==> src/rtl/seg_pkg.sv <==
// Shared constants and helpers for the seven-segment display mux.
// Segment codes are active low: bit7 = dp, bits6..0 = g..a.
package seg_pkg;

  localparam logic [7:0] SEG_BLANK = 8'hFF;
  localparam logic [7:0] SEG_DASH  = 8'hBF;

  // Index 0 is the rightmost entry of the concatenation.
  localparam logic [15:0][7:0] SEG_HEX = {
    8'h8E, 8'h86, 8'hA1, 8'hA7,
    8'h83, 8'h88, 8'h98, 8'h80,
    8'hF8, 8'h82, 8'h92, 8'h99,
    8'hB0, 8'hA4, 8'hF9, 8'hC0
  };

  typedef enum logic [1:0] {
    IDLE,
    SHIFT,
    DONE
  } conv_state_t;

  // Decimal digits needed for a width-bit unsigned value.
  function automatic int bcd_digits(input int width);
    return (width * 30103) / 100000 + 1;
  endfunction

endpackage

==> src/rtl/seg_display_mux_bcd_seq_converter.sv <==
// Sequential double-dabble binary to BCD converter.
// One shift per clock; done pulses for one cycle in DONE.
module bcd_seq_converter
  import seg_pkg::*;
#(
  parameter int DATA_W = 32
) (
  input  logic                             clk,
  input  logic                             rst_n,
  input  logic                             start,
  input  logic [DATA_W-1:0]                bin,
  output logic                             busy,
  output logic                             done,
  output logic [4*bcd_digits(DATA_W)-1:0]  bcd
);

  localparam int BD = bcd_digits(DATA_W);
  localparam int BW = 4 * BD;
  localparam int CW = $clog2(DATA_W + 1);

  conv_state_t       state;
  logic [DATA_W-1:0] sr;
  logic [BW-1:0]     acc;
  logic [BW-1:0]     adj;
  logic [CW-1:0]     cnt;

  // Add 3 to every nibble of 5 or more before the shift.
  always_comb begin
    adj = acc;
    for (int i = 0; i < BD; i++) begin
      if (acc[4*i +: 4] >= 4'd5)
        adj[4*i +: 4] = acc[4*i +: 4] + 4'd3;
    end
  end

  // Converter FSM: capture, shift DATA_W times, one DONE cycle.
  always_ff @(posedge clk or negedge rst_n) begin
    if (!rst_n) begin
      state <= IDLE;
      sr    <= '0;
      acc   <= '0;
      cnt   <= '0;
    end else begin
      unique case (state)
        IDLE: begin
          if (start) begin
            sr    <= bin;
            acc   <= '0;
            cnt   <= CW'(DATA_W);
            state <= SHIFT;
          end
        end
        SHIFT: begin
          {acc, sr} <= {adj, sr} << 1;
          cnt       <= cnt - 1'b1;
          if (cnt == CW'(1))
            state <= DONE;
        end
        DONE: state <= IDLE;
        default: state <= IDLE;
      endcase
    end
  end

  assign busy = (state != IDLE);
  assign done = (state == DONE);
  assign bcd  = acc;

endmodule

==> src/rtl/seg_display_mux.sv <==
// Multiplexed seven-segment driver, hex or decimal display,
// with leading-zero blanking, decimal points and overflow dash.
module seg_display_mux
  import seg_pkg::*;
#(
  parameter int N_DIGITS    = 8,
  parameter int DATA_W      = 32,
  parameter int REFRESH_DIV = 100000
) (
  input  logic                clk,
  input  logic                rst_n,
  input  logic                load,
  input  logic [DATA_W-1:0]   data_in,
  input  logic                mode,
  input  logic                blank_lz,
  input  logic [N_DIGITS-1:0] dp_in,
  output logic                busy,
  output logic                overflow,
  output logic [7:0]          seg,
  output logic [N_DIGITS-1:0] an
);

  localparam int DW4 = 4 * N_DIGITS;
  localparam int BW  = 4 * bcd_digits(DATA_W);
  localparam int HW  = (DATA_W > DW4) ? DATA_W : DW4;
  localparam int DWW = (BW > DW4) ? BW : DW4;
  localparam int RCW = $clog2(REFRESH_DIV);
  localparam int IW  = (N_DIGITS > 1) ? $clog2(N_DIGITS) : 1;

  logic [DW4-1:0] disp;
  logic           dec_shown;
  logic [RCW-1:0] rcnt;
  logic [IW-1:0]  idx;
  logic           conv_busy;
  logic           conv_done;
  logic [BW-1:0]  bcd;
  logic           accept;
  logic [HW-1:0]  hex_ext;
  logic [DWW-1:0] bcd_ext;
  logic [3:0]     nib;
  logic [DW4-1:0] upper;
  logic           lz;
  logic [7:0]     code;

  assign accept  = load & ~conv_busy;
  assign hex_ext = HW'(data_in);
  assign bcd_ext = DWW'(bcd);
  assign busy    = conv_busy;

  bcd_seq_converter #(
    .DATA_W (DATA_W)
  ) u_conv (
    .clk   (clk),
    .rst_n (rst_n),
    .start (accept & mode),
    .bin   (data_in),
    .busy  (conv_busy),
    .done  (conv_done),
    .bcd   (bcd)
  );

  // Display register: hex loads directly, decimal on converter done.
  always_ff @(posedge clk or negedge rst_n) begin
    if (!rst_n) begin
      disp      <= '0;
      overflow  <= 1'b0;
      dec_shown <= 1'b0;
    end else if (accept && !mode) begin
      disp      <= hex_ext[DW4-1:0];
      overflow  <= |(hex_ext >> DW4);
      dec_shown <= 1'b0;
    end else if (conv_done) begin
      disp      <= bcd_ext[DW4-1:0];
      overflow  <= |(bcd_ext >> DW4);
      dec_shown <= 1'b1;
    end
  end

  // Refresh timer: advance the digit slot every REFRESH_DIV cycles.
  always_ff @(posedge clk or negedge rst_n) begin
    if (!rst_n) begin
      rcnt <= '0;
      idx  <= '0;
    end else if (rcnt == RCW'(REFRESH_DIV - 1)) begin
      rcnt <= '0;
      idx  <= (idx == IW'(N_DIGITS - 1)) ? '0 : idx + 1'b1;
    end else begin
      rcnt <= rcnt + 1'b1;
    end
  end

  // Segment pattern for the current slot.
  always_comb begin
    nib   = disp[4*idx +: 4];
    upper = disp >> (4 * idx);
    lz    = blank_lz && (idx != '0) && (upper == '0);
    unique case (1'b1)
      overflow && dec_shown: code = SEG_DASH;
      lz:                    code = SEG_BLANK;
      default:               code = SEG_HEX[nib];
    endcase
    if (dp_in[idx])
      code[7] = 1'b0;
  end

  // seg and an registered together so they always match.
  always_ff @(posedge clk or negedge rst_n) begin
    if (!rst_n) begin
      seg <= SEG_BLANK;
      an  <= '1;
    end else begin
      seg <= code;
      an  <= ~(N_DIGITS'(1) << idx);
    end
  end

endmodule
==> config.mk <==
export PLATFORM = sky130hd
export DESIGN_NAME = seg_display_mux
export DESIGN_NICKNAME = d
export VERILOG_FILES = /design/src/rtl/seg_pkg.sv /design/src/rtl/seg_display_mux_bcd_seq_converter.sv /design/src/rtl/seg_display_mux.sv
export SDC_FILE = /design/constraint.sdc
export NUM_CORES = 1
export LEC_CHECK = 0
export BUFFER_PORTS_ARGS = -buffer_cell sky130_fd_sc_hd__buf_2
export CAP_MARGIN = 30
export CORE_MARGIN = 5
export CORE_UTILIZATION = 50
export CTS_CLUSTER_SIZE = 30
export DETAILED_ROUTE_END_ITERATION = 6
export PLACE_DENSITY_LB_ADDON = 0.05
export SLEW_MARGIN = 20
export SYNTH_ARGS = -nofsm -noshare
export SYNTH_HDL_FRONTEND = slang
export SYNTH_SLANG_ARGS = --single-unit
==> constraint.sdc <==
create_clock -name clk -period 4.97 [get_ports clk]
set_input_delay 0.994 -clock clk [delete_from_list [all_inputs] [get_ports clk]]
set_output_delay 0.994 -clock clk [all_outputs]
set_load 0.02 [all_outputs]
Word level (Yosys, flattened, before mapping) --
Memories as Yosys holds them, arrays and structs flattened. Index checks and enable logic that the tools add are counted.
Storage, ports and cells: ROM bits 128, input port bits 45, memory bits (writable) 0, latch bits 0, memories kept 1, bits in registers 150, logic and storage cells 97
Operators by class: div/mod/pow operators 0, equal/unequal tests 7, magnitude comparators 12, $add $sub $neg 13, muxes and demuxes 32, shifts and indexed selects 3, multiply operators 0, bitwise operators 4, reductions and logical operators 14
Memories:
- (no name shown) | words 16, bits a word 8, rd ports 1, clocked after memory_dff 0, wr ports 0, RTL line seg_display_mux.sv:100 | default: code = SEG_HEX[nib];
Operators by type and width (count):
- $mux W32 | 3
- $pmux W40 S2 | 1
- $pmux W32 S2 | 1
- $ge A4 B3 Y1 const B | 10
- $mux W40 | 1
- $add A4 B2 Y4 const B | 9
- $mux W4 | 9
- $logic_not A32 Y1 | 1
- $shiftx A32 B6 Y4 | 1
- $shr A32 B5 Y32 | 1
- $add A17 B1 Y17 const B | 1
- $eq A17 B17 Y1 const B | 1
- $mux W17 | 1
- $pmux W8 S2 | 1
- $pmux W6 S2 | 1
- $mux W8 | 1
- $not A8 Y8 | 1
- $reduce_or A8 Y1 | 1
- $shl A1 B3 Y8 const A | 1
- $eq A6 B1 Y1 const B | 1
- $mux W1 | 6
- $mux W3 | 2
- $mux W6 | 1
- $reduce_bool A2 Y1 | 3
- other kinds (19) | 26

Logic depth before layout (Yosys ltp) --
Gate-level depths: netlist of the first run.
depth after elaboration 6, gate-level depth with buffers 12

Hierarchy --
From an unflattened synthesis of the first run, not the netlist that was laid out.
Second synthesis, totals: cells, all modules 786, area total of the unflattened synthesis 8047.7 sq um
By module, submodules not included:
- bcd_seq_converter | area an instance 4252.8 sq um, cells an instance 425, seq. area each 2001.9 sq um, instances 1
- seg_display_mux | area an instance 3794.9 sq um, cells an instance 361, seq. area each 1771.7 sq um, instances 1

Least setup slack after synthesis of the first run --
OpenSTA, ideal clock, no wires.
path type reg-to-reg, from register idx[0], to register seg[0], data required time 4.884 ns, slack 2.745 ns, library setup time 0.086 ns, period minus slack after synthesis 2.225 ns, data arrival time 2.139 ns, stages on the path, launching flop included 9, path through dfrtp_1 buf_6 mux4_1 mux2i_1 inv_1 ha_1 mux2i_1 nor2_1 a2111o_1
On the way: cells in the longest elaborated chain, start to end 4, elaborated cells between the ends (all ways) 9
Ends and longest elaborated chain:
- start, declared | RTL line seg_display_mux.sv:33 | logic [IW-1:0] idx;
- start signal, assigned | RTL line seg_display_mux.sv:86 | idx <= (idx == IW'(N_DIGITS - 1)) ? '0 : idx + 1'b1;
- $shiftx A32 B6 Y4, or another cell as far along | RTL line seg_display_mux.sv:94 | nib = disp[4*idx +: 4];
- $mem_v2 Z16 W8, or another cell as far along
- $mux W8 (implied by the code) / $logic_and A1 B1 Y1 (equally long branches) | RTL line seg_display_mux.sv:100, seg_display_mux.sv:96
- $pmux W8 S2 (*) | RTL line seg_display_mux.sv:97 | unique case (1'b1)
- via code[0] | RTL line seg_display_mux.sv:43 | logic [7:0] code;
- end signal, assigned | RTL line seg_display_mux.sv:112 | seg <= code;
- end, declared | RTL line seg_display_mux.sv:19 | output logic [7:0] seg,
Mark *: on every way through the listed nets, which the timed path passes. The rest lies on a longest branch. The select of a mux whose other input is x is not followed. A chain may end at the register's enable or synchronous reset.

Final worst setup path of the first run --
from register idx[0], to register seg[5]
Same word-level chain as after synthesis.

==> results of run 1 <==
## logic make-up after synthesis
group / count (synthesis)
AND/OR/NAND/NOR: 304
AO/OA/AOI/OAI: 182
flip-flops: 150
buffers and inverters: 76
adder cells (fa/ha/maj): 35
XOR/XNOR: 34
multiplexers: 25
## Yosys cell counts, drive strengths merged (10+ instances only)
cell type,number,area (µm²)
a21oi,30,161
ha,35,438
buf,12,70.1
o21ai,43,215
o31ai,12,90.1
a22oi,64,480
dfstp,16,420
xnor2,18,158
nand2,167,627
a32o,10,100
inv,30,113
mux2i,11,114
dfrtp,134,3350
xor2,16,140
mux4,10,236
clkbuf,32,120
nand3,38,190
nor2,46,173
nand2b,12,75.1
## registers in the layout, indices dropped and copies added (netlist names)
signal        count
u_conv.sr        32
u_conv.state      2
rcnt             17
seg               8
dec_shown         1
overflow          1
u_conv.bcd       40
an                8
u_conv.cnt        6
disp             32
idx               3
## per-layer routing
layer | share of wire, % | routed length (µm) | vias to the layer above | track usage [%]
met4 | 2.0 | 380 | 0 | 7.30
met1 | 45 | 8440 | 3067 | 28.4
met2 | 49 | 9230 | 141 | 35.4
met5 | 0 | 0 | - | 0
met3 | 4.0 | 759 | 27 | 4.40
li1 | - | - | 2939 | -
## final timing paths
kind / start / end
worst max-delay path: idx[0] / seg[5]
min in group asynchronous: rst_n / rcnt[12]
worst min register to register: u_conv.sr[7] / u_conv.sr[7]
max in group asynchronous: rst_n / seg[6]
worst min-delay path: u_conv.sr[7] / u_conv.sr[7]
worst max register to register: idx[0] / seg[5]
## cells in the final DEF (no fill, tap or decap), types with 3 or more instances in the layout
cell and n:
a211oi_1 3, a21oi_1 29, a22oi_1 64, a32o_1 10, and3_1 4, buf_2 61, buf_4 9, bufinv_16 4
clkbuf_16 17, clkinv_2 4, clkinvlp_4 3, dfrtp_1 134, dfstp_2 16, ha_1 35, inv_1 30, mux2_2 3
mux2i_1 10, mux4_1 3, mux4_2 7, nand2_1 167, nand2b_1 11, nand3_1 38, nand3b_1 4, nand4_1 5
nor2_1 43, nor2_2 3, nor3_1 8, nor4_1 8, o21ai_0 43, o22ai_1 3, o31ai_1 12, o32ai_1 9
xnor2_1 18, xor2_1 16
## per-stage QoR
| stage | setup slack, ns | hold slack, ns | total power, mW |
|---|---|---|---|
| 2_1_floorplan | 2.75 | 0.438 | 3.53 |
| 3_5_place_dp | 2.12 | 0.464 | 4.11 |
| 6_report | 2.05 | 0.477 | 5.46 |
| 4_1_cts | 2.09 | 0.479 | 5.49 |
| 5_1_grt | 1.89 | 0.493 | 5.87 |
| 3_3_place_gp | 2.23 | 0.458 | 3.99 |
## area by class of cell
type	count	area, µm²
repair buffers	73	427
clock buffers	18	439
inverters	32	120
fillers	1299	6330
multi-input cells	580	3720
flip-flops and latches	150	3770
clock inverters	13	180
well taps	211	264
## worst min-delay path, cell delays in order, from the launching register on
cell,delay (ns)
dfrtp_1,0.34
nand2_1,0.05
nand2_1,0.05
## power by group through the flow
stage | Sequential [mW] | Clock [mW] | Combinational [mW]
final | 2.13 | 1.36 | 1.98
after global routing | 2.19 | 1.44 | 2.24
after CTS | 2.12 | 1.37 | 1.99
after detailed placement | 2.14 | 0 | 1.97
after global placement | 2.12 | 0 | 1.87
after floorplan | 2.03 | 0 | 1.50
==> results.md, run 1 <==
* Area of the core region at 15300 µm²
* RSZ-0062 raised after global routing: false
* Number of hold violations in the final report at 0
* Multiplexer area fraction after synthesis at 5.13%
* CTS tree: yes
* P per Cell Area at 612 nW/µm²
* Clock skew after layout at 0.00925 ns
* I/O pin count at 63
* Number of synthesized flops with an enable pin at 0
* Crit path cell chain: buf_4, mux4_1, mux2i_1, inv_1, ha_1, nand2_1, o21ai_0, a211o_1
* Max-slew headroom at the worst pin at 34.5%
* Synth Area in Adders at 5.63%
* Diode count at 0
* WP data required at 5.31 ns
* Die boundary height at 135 µm
* Vias in the first global route at 6195
* Share of power burned in combinational logic at 36.2%
* Sum Neg Setup Slack at 0 ns
* Number of vias after detailed routing at 6174
* Register-to-register setup slack at 2.05 ns
* Distinct cell type count after synthesis at 49
* Number of standard cells in the final layout excluding fillers at 1077
* Worst path bufs/invs at 2
* Source-to-sink clock delay at the later pin of the worst-skew pair at 0.43 ns
* Register clock-pin slew on the reported worst setup and hold paths at 0.06 ns
* Post-synthesis simple-gate area fraction at 17.1%
* Total instance count after detailed placement at 1046
* Placement Cell Area at 8300 µm²
* Remaining antenna violation count at 0
* Final cell utilization of the core at 58.5%
* Leak Pwr at 4.11 nW
* #FFs+latches synth at 150
* Vias per inst at 5.73
* Overall routed net length at 18.8 mm
* Last weighted congestion value of the routability-driven placer at 0.917
* Hold/Removal Path Class: reg2reg
* Share of the synthesized netlist area taken by xor and xnor gates at 3.83%
* Crit Path Category: reg2reg
* Internal cell power at 3.35 mW
* Post-DP HPWL at 12.9 mm
* Number of buffers on the longest clock path at 2
* Buffer cell driving the clock tree root: clkbuf_16
* Fmax at 343 MHz
* Remaining routing DRC violations at 0
* Kind of cell adding the most delay to the critical path: multiplexers
* Actual slew at the worst max-slew pin at 0.983 ns
* Final slew viol count at 0
* Placement Rows at 45
* Dominant combinational cell family by area after synthesis: simple AND/OR/NAND/NOR gates
* Fraction of synthesis flops using an asynchronous set or reset pin at 100%
* Period Utilization, post-route at 58.7%
* Violation count after the first detailed-routing iteration at 357
* Die width at 135 µm
* Number of buffers inserted during clock tree synthesis at 17
* Final cell area excluding filler cells at 8920 µm²
* Cts-stage hold buffer count at 0
* Total grt overflow at 0
* Combined global-route utilization of all metal layers at 21.4%
* Overall die area at 18200 µm²
* Post-synthesis cell area at 7780 µm²
* Compound-cell area share of the yosys netlist at 15.9%
* Worst Hold Depth at 2
* Gate Count Post-Synth at 806
* Nature of the critical path endpoint: register
* Part of the total power dissipated in the clock network at 24.8%
* Switching share of power at 38.6%
* Total nets after synthesis at 886
* Portion of the post-synthesis area used by sequential elements at 48.5%
* Synthesized area per cell at 9.66 µm²
* Net switching power at 2.11 mW
* Longest individual stage delay on the worst path at 0.58 ns
* Peak supply drop at 0.000330 V
* Post-CTS sizing at 0
* Number of buffers inserted by port buffering at 62
* Wire length of the first global-routing pass at 31.1 mm
* Crit Path Max Fanout at 22
* Kind of start point of the critical path: register
* Yosys synthesis warning count at 0
* Fraction of layout cells with a size suffix above 1 at 16.1%
* Final setup viols at 0
* Number of H-tree levels at 4
* Result of the run: finished clean
* # clock sinks at 150
* Reg power frac at 38.9%
* Worst EP arrival at 3.26 ns
* Pin count of the biggest net entering global routing at 61
* Post-CTS setup-driven buffer insertion count at 0
* Final critical-path required period at 2.92 ns
* Starting density of the core at 51.0%
* Most instantiated flip-flop cell in the synthesis netlist: dfrtp_1
* WP depth at 8
* Average wire per standard cell at 17.5 µm
* Initial antenna violation count at 0
* CP max stage cell: mux4_1
* Drt first pass iters at 5
* Count of cells along the worst register-to-register path at 8
* Number of max-capacitance violations reported at 0
* Count of nets after finishing at 934
* Area overhead of the layout relative to synthesis at 14.6%
Note: power is estimated with default switching activity, not from simulation.
==> inputs of run 2 (changes only) <==
==> constraint.sdc (replaced) <==
create_clock -name clk -period 2.6 [get_ports clk]
set_input_delay 0.52 -clock clk [delete_from_list [all_inputs] [get_ports clk]]
set_output_delay 0.52 -clock clk [all_outputs]
set_load 0.02 [all_outputs]
==> results.md, run 2 (synthesized netlist as in run 1, its figures left out) <==
* Result of the run: finished clean
* Count of nets after finishing at 946 (+1.3%)
* Critical path destination: seg[1]
* Worst setup path start: idx[0]
* Part of the total power dissipated in the clock network at 23.0% (-1.8 points)
* Final slew viol count at 0 (unchanged)
* Vias in the first global route at 6272 (+1.2%)
* CP max stage cell: mux4_1
* Crit path cell chain: mux4_1, nand2_1, nand2_1, inv_1, ha_1, nand3_1, a21oi_1, o211ai_1, a21oi_4, nand4b_1
* Longest individual stage delay on the worst path at 0.60 ns (+0.02 ns)
* Most common cell after layout, fill and taps aside: nand2_1
* Worst EP arrival at 2.71 ns (-0.55 ns)
* I/O pin count at 63 (unchanged)
* Placement Rows at 45 (unchanged)
* WP depth at 10 (+2)
* Worst reg2reg path startpoint: idx[0]
* Final critical-path required period at 2.35 ns (-0.570 ns)
* Die boundary height at 135 µm (unchanged)
* Drt first pass iters at 5 (unchanged)
* P per Cell Area at 1150 nW/µm² (+87%)
* Worst hold margin at 0.0258 ns (-0.451 ns)
* Number of buffers inserted by port buffering at 62 (unchanged)
* WP data required at 2.96 ns (-2.35 ns)
* Register-to-register setup slack at 0.25 ns (-1.80 ns)
* Final cell utilization of the core at 58.7% (+0.24 points)
* Number of hold violations in the final report at 0 (unchanged)
* Number of standard cells in the final layout excluding fillers at 1090 (+1.2%)
* Remaining routing DRC violations at 0 (unchanged)
* Overall routed net length at 19.5 mm (+3.7%)
* Most repeated library cell on the critical path: nand2_1
* Max-slew headroom at the worst pin at 57.1% (+23 points)
* Number of H-tree levels at 4 (unchanged)
* Number of buffers on the longest clock path at 2 (unchanged)
* Last weighted congestion value of the routability-driven placer at 0.906 (-1.2%)
* Average wire per standard cell at 17.9 µm (+2.5%)
* Total instance count after detailed placement at 1058 (+1.1%)
* Period Utilization, post-route at 90.3% (+32 points)
* Remaining antenna violation count at 0 (unchanged)
* Wire length of the first global-routing pass at 32.3 mm (+3.9%)
* Area of the core region at 15300 µm² (unchanged)
* Net switching power at 4.11 mW (+95%)
* Violation count after the first detailed-routing iteration at 489 (+37%)
* Die width at 135 µm (unchanged)
* Number of vias after detailed routing at 6284 (+1.8%)
* Hold/Removal Path Class: in2async
* Commonest cells after routing, fill and taps aside: nand2_1, dfrtp_1, a22oi_1
* Crit Path Category: reg2reg
* Fmax at 426 MHz (+24%)
* Crit Path Max Fanout at 7 (-68%)
* # clock sinks at 150 (unchanged)
* Area overhead of the layout relative to synthesis at 15.1%
* Sum Neg Setup Slack at 0 ns (unchanged)
* Internal cell power at 6.17 mW (+84%)
* Source-to-sink clock delay at the later pin of the worst-skew pair at 0.43 ns (about the same)
* Leak Pwr at 4.14 nW (+0.73%)
* Starting density of the core at 51.0% (unchanged)
* Initial antenna violation count at 0 (unchanged)
* Total grt overflow at 0 (unchanged)
* Share of power burned in combinational logic at 37.1% (+0.9 points)
* Clock skew after layout at 0.0105 ns (+0.00128 ns)
* Kind of cell adding the most delay to the critical path: multiplexers
* RSZ-0062 raised after global routing: false
* Worst path bufs/invs at 1 (-1)
* Diode count at 0 (unchanged)
* Switching share of power at 40.0% (+1.3 points)
* Nature of the critical path endpoint: register
* Peak supply drop at 0.000716 V (+120%)
* Overall die area at 18200 µm² (unchanged)
* CTS tree: yes
* Number of buffers inserted during clock tree synthesis at 17 (unchanged)
* Combined global-route utilization of all metal layers at 22.4% (+0.98 points)
* Final setup viols at 0 (unchanged)
* Buffer cell driving the clock tree root: clkbuf_16
* Cts-stage hold buffer count at 0 (unchanged)
* Kind of start point of the critical path: register
* Count of cells along the worst register-to-register path at 10 (+2)
* Design Power at 10.3 mW (+88%)
* Number of max-capacitance violations reported at 0 (unchanged)
* Reg power frac at 39.9% (+1.0 points)
* Post-DP HPWL at 14.0 mm (+8.5%)
* Post-CTS setup-driven buffer insertion count at 0 (unchanged)
* Register clock-pin slew on the reported worst setup and hold paths at 0.06 ns (about the same)
* Vias per inst at 5.77 (+0.57%)
* Capture point of the worst reg-to-reg path: seg[1]
* Actual slew at the worst max-slew pin at 0.643 ns (-0.340 ns)
* Max reg flops at 40 (unchanged)
* Pin count of the biggest net entering global routing at 69 (+13%)
* Fraction of layout cells with a size suffix above 1 at 17.2% (+1.1 points)
[run 2: power groups by stage]
stage | registers (mW) | clock network (mW) | logic [mW]
finish | 4.10 | 2.36 | 3.81
global route | 4.23 | 2.52 | 4.34
CTS | 4.09 | 2.41 | 3.84
detailed placement | 4.13 | 0 | 3.83
global placement | 4.09 | 0 | 3.68
floorplan | 3.89 | 0 | 2.86
[run 2: layout make-up]
type                       instances  area (µm²)
multi-input combinational        580        3720
sequential                       150        3770
tap                              211         264
fill                            1310        6300
timing repair buffer              85         514
clock buffer                      20         447
clock inverter                    12         120
inverter                          32         120
[run 2: through the flow]
stage	setup WS, ns	area, µm²
after CTS	0.188	8960
after global routing	0.0460	8960
after detailed placement	0.191	8390
final	0.252	8960
after floorplan	0.375	7780
after global placement	0.284	8390
[run 2: layer usage]
metal	GRT usage, %	share of wire [%]	vias to the layer above
li1	-	-	2971
met1	29.3	44	3102
met2	36.5	49	167
met3	4.32	4.0	44
met4	9.90	3.3	0
met5	0	0	-
[run 2: worst min path at each step]
stage | end | slack (ns) | from | depth (start not counted)
6_report | rcnt[6] | 0.03 | rst_n | 1
5_1_grt | rcnt[6] | 0.05 | rst_n | 1
4_1_cts | rcnt[6] | 0.03 | rst_n | 1
3_5_place_dp | u_conv.sr[2] | 0.46 | u_conv.sr[2] | 2
3_3_place_gp | u_conv.sr[8] | 0.46 | u_conv.sr[8] | 2
2_1_floorplan | dec_shown | 0.22 | rst_n | 0
[run 2: what timing repair did]
item	4_1_cts	5_1_grt
resized for setup	0	1
endpoints found under the setup margin	0	4
hold endpoints to repair	0	0
[run 2: worst register-to-register path, delay by kind of cell (launching register included)]
kind / cells / cell delay (ns)
AND/OR/NAND/NOR: 4 / 0.45
buffers and inverters: 1 / 0.15
AO/OA/AOI/OAI: 3 / 0.47
flip-flops: 1 / 0.43
adder cells (fa/ha/maj): 1 / 0.18
multiplexers: 1 / 0.60
==> inputs of run 3 (changes only) <==
--- a/config.mk
+++ b/config.mk
@@ -9,10 +9,9 @@
 export CAP_MARGIN = 30
 export CORE_MARGIN = 5
 export CORE_UTILIZATION = 50
-export CTS_CLUSTER_SIZE = 30
+export CTS_CLUSTER_SIZE = 40
 export DETAILED_ROUTE_END_ITERATION = 6
 export PLACE_DENSITY_LB_ADDON = 0.05
-export SLEW_MARGIN = 20
 export SYNTH_ARGS = -nofsm -noshare
 export SYNTH_HDL_FRONTEND = slang
 export SYNTH_SLANG_ARGS = --single-unit
==> constraint.sdc (replaced) <==
create_clock -name clk -period 2.6 [get_ports clk]
set_input_delay 0.26 -clock clk [delete_from_list [all_inputs] [get_ports clk]]
set_output_delay 0.26 -clock clk [all_outputs]
set_load 0.02 [all_outputs]
==> results.md, run 3 (synthesized netlist as in run 1, its figures left out) <==
* Average wire per standard cell at 18.1 µm (+1.2%)
* Vias in the first global route at 6211 (-0.97%)
* P per Cell Area at 1160 nW/µm² (+0.68%)
* Result of the run: finished clean
* Die boundary height at 135 µm (unchanged)
* Final cell area excluding filler cells at 8990 µm² (+0.29%)
* WP data required at 2.96 ns (about the same)
* Fraction of layout cells with a size suffix above 1 at 17.4% (+0.19 points)
* Total instance count after detailed placement at 1059 (+0.095%)
* Worst reg2reg path startpoint: idx[0]
* Initial antenna violation count at 0 (unchanged)
* Internal cell power at 6.26 mW (+1.4%)
* CTS tree: yes
* Drt first pass iters at 5 (unchanged)
* Worst setup path start: idx[0]
* Last weighted congestion value of the routability-driven placer at 0.945 (+4.3%)
* Area of the core region at 15300 µm² (unchanged)
* Beginning of the worst hold path: data_in[25]
* Overall routed net length at 19.8 mm (+1.4%)
* Switching share of power at 39.7% (-0.28 points)
* Final setup viols at 0 (unchanged)
* Actual slew at the worst max-slew pin at 0.639 ns (-0.00361 ns)
* Peak supply drop at 0.00104 V (+45%)
* Worst-case setup margin in the final layout at 0.189 ns (-0.0621 ns)
* Most common cell after layout, fill and taps aside: nand2_1
* I/O pin count at 63 (unchanged)
* Net switching power at 4.12 mW (+0.28%)
* Clock skew after layout at 0.00863 ns (-0.00190 ns)
* Remaining routing DRC violations at 0 (unchanged)
* Fmax at 415 MHz (-2.6%)
* Sum Neg Setup Slack at 0 ns (unchanged)
* Total grt overflow at 0 (unchanged)
* Number of buffers inserted by port buffering at 62 (unchanged)
* Final cell utilization of the core at 58.9% (+0.17 points)
* Reg power frac at 39.5% (-0.4 points)
* Vias per inst at 5.77 (about the same)
* Final critical-path required period at 2.41 ns (+0.0621 ns)
* Hold/Removal Path Class: in2reg
* Wire length of the first global-routing pass at 32.3 mm (about the same)
* Placement Rows at 45 (unchanged)
* Max reg flops at 40 (unchanged)
* Nature of the critical path endpoint: register
* Pin count of the biggest net entering global routing at 68 (-1.4%)
* Max-slew headroom at the worst pin at 57.4% (+0.24 points)
* Remaining antenna violation count at 0 (unchanged)
* Number of buffers inserted during clock tree synthesis at 17 (unchanged)
* Crit Path Max Fanout at 9 (+2)
* Source-to-sink clock delay at the later pin of the worst-skew pair at 0.42 ns (about the same)
* Buffer cell driving the clock tree root: clkbuf_16
* # clock sinks at 150 (unchanged)
* Pre-CTS setup slack at 0.119 ns (-0.0721 ns)
* Placement Cell Area at 8390 µm² (about the same)
* Violation count after the first detailed-routing iteration at 435 (-11%)
* RSZ-0062 raised after global routing: false
* Period Utilization, post-route at 92.7% (+2.4 points)
* Number of standard cells in the final layout excluding fillers at 1092 (+0.18%)
* Diode count at 0 (unchanged)
* Number of vias after detailed routing at 6298 (+0.22%)
* Area overhead of the layout relative to synthesis at 15.4%
* Post-DP HPWL at 13.8 mm (-1.0%)
* Number of buffers on the longest clock path at 2 (unchanged)
* Share of power burned in combinational logic at 36.7% (-0.4 points)
* Kind of start point of the critical path: register
* Number of H-tree levels at 4 (unchanged)
* Final slew viol count at 0 (unchanged)
* Number of max-capacitance violations reported at 0 (unchanged)
* Combined global-route utilization of all metal layers at 22.5% (+0.047 points)
* Number of hold violations in the final report at 0 (unchanged)
* Commonest cells after routing, fill and taps aside: nand2_1, dfrtp_1, a22oi_1
* Part of the total power dissipated in the clock network at 23.7% (+0.7 points)
* Register clock-pin slew on the reported worst setup and hold paths at 0.07 ns (about the same)
* Worst EP arrival at 2.77 ns (+0.06 ns)
* Die width at 135 µm (unchanged)
* Overall die area at 18200 µm² (unchanged)
* Starting density of the core at 51.0% (unchanged)
* Count of nets after finishing at 948 (+0.21%)
* Crit Path Category: reg2reg
* Leak Pwr at 4.17 nW (+0.59%)
## run 3: worst max-delay path: stages, from the launching register on
cell and delay [ns]:
dfrtp_2 0.48, mux4_1 0.62, nand2_1 0.09, nand2_1 0.13
inv_1 0.14, ha_1 0.18, nand3_1 0.08, a21oi_1 0.12
o211ai_1 0.13, a21oi_4 0.22, nand3b_1 0.14
## run 3: metrics by stage
stage / hold slack, ns / total power [mW]
after floorplan: -0.0356 / 6.75
after global placement: 0.299 / 7.77
after detailed placement: 0.301 / 7.94
after CTS: 0.0639 / 10.4
after global routing: 0.0600 / 11.2
final: 0.0778 / 10.4
## run 3: final timing paths
kind,to,slack (ns),depth (start not counted)
max in group asynchronous,an[0],1.45,3
hold / removal,u_conv.sr[25],0.08,3
setup / recovery,seg[3],0.19,10
setup reg to reg,seg[3],0.19,10
min in group asynchronous,rcnt[7],0.39,2
hold reg to reg,u_conv.sr[3],0.48,2
## run 3: power by group through the flow
stage               clock (mW)  combinational (mW)  sequential, mW
floorplan                    0                2.86            3.89
global placement             0                3.67            4.10
detailed placement           0                3.81            4.13
CTS                       2.51                3.83            4.09
global route              2.62                4.33            4.23
finish                    2.46                3.81            4.10
## run 3: repair_timing
action / CTS / global route
buffers inserted: 0 / 0
hold buffers: 1 / 0
setup endpoints to repair: 0 / 7
gates resized for setup: 0 / 1
endpoints found under the hold margin: 64 / 0
## run 3: routing by layer
| layer | wire (µm) | track usage, % |
|---|---|---|
| met5 | 0 | 0 |
| met3 | 865 | 4.51 |
| met2 | 9820 | 37.3 |
| met1 | 8630 | 29.4 |
| met4 | 452 | 8.03 |
## run 3: final cells by class
class | count | area [µm²]
clock inverter | 13 | 145
fill | 1327 | 6270
sequential | 150 | 3770
multi-input combinational | 580 | 3720
timing repair buffer | 87 | 519
tap | 211 | 264
inverter | 32 | 120
clock buffer | 19 | 443
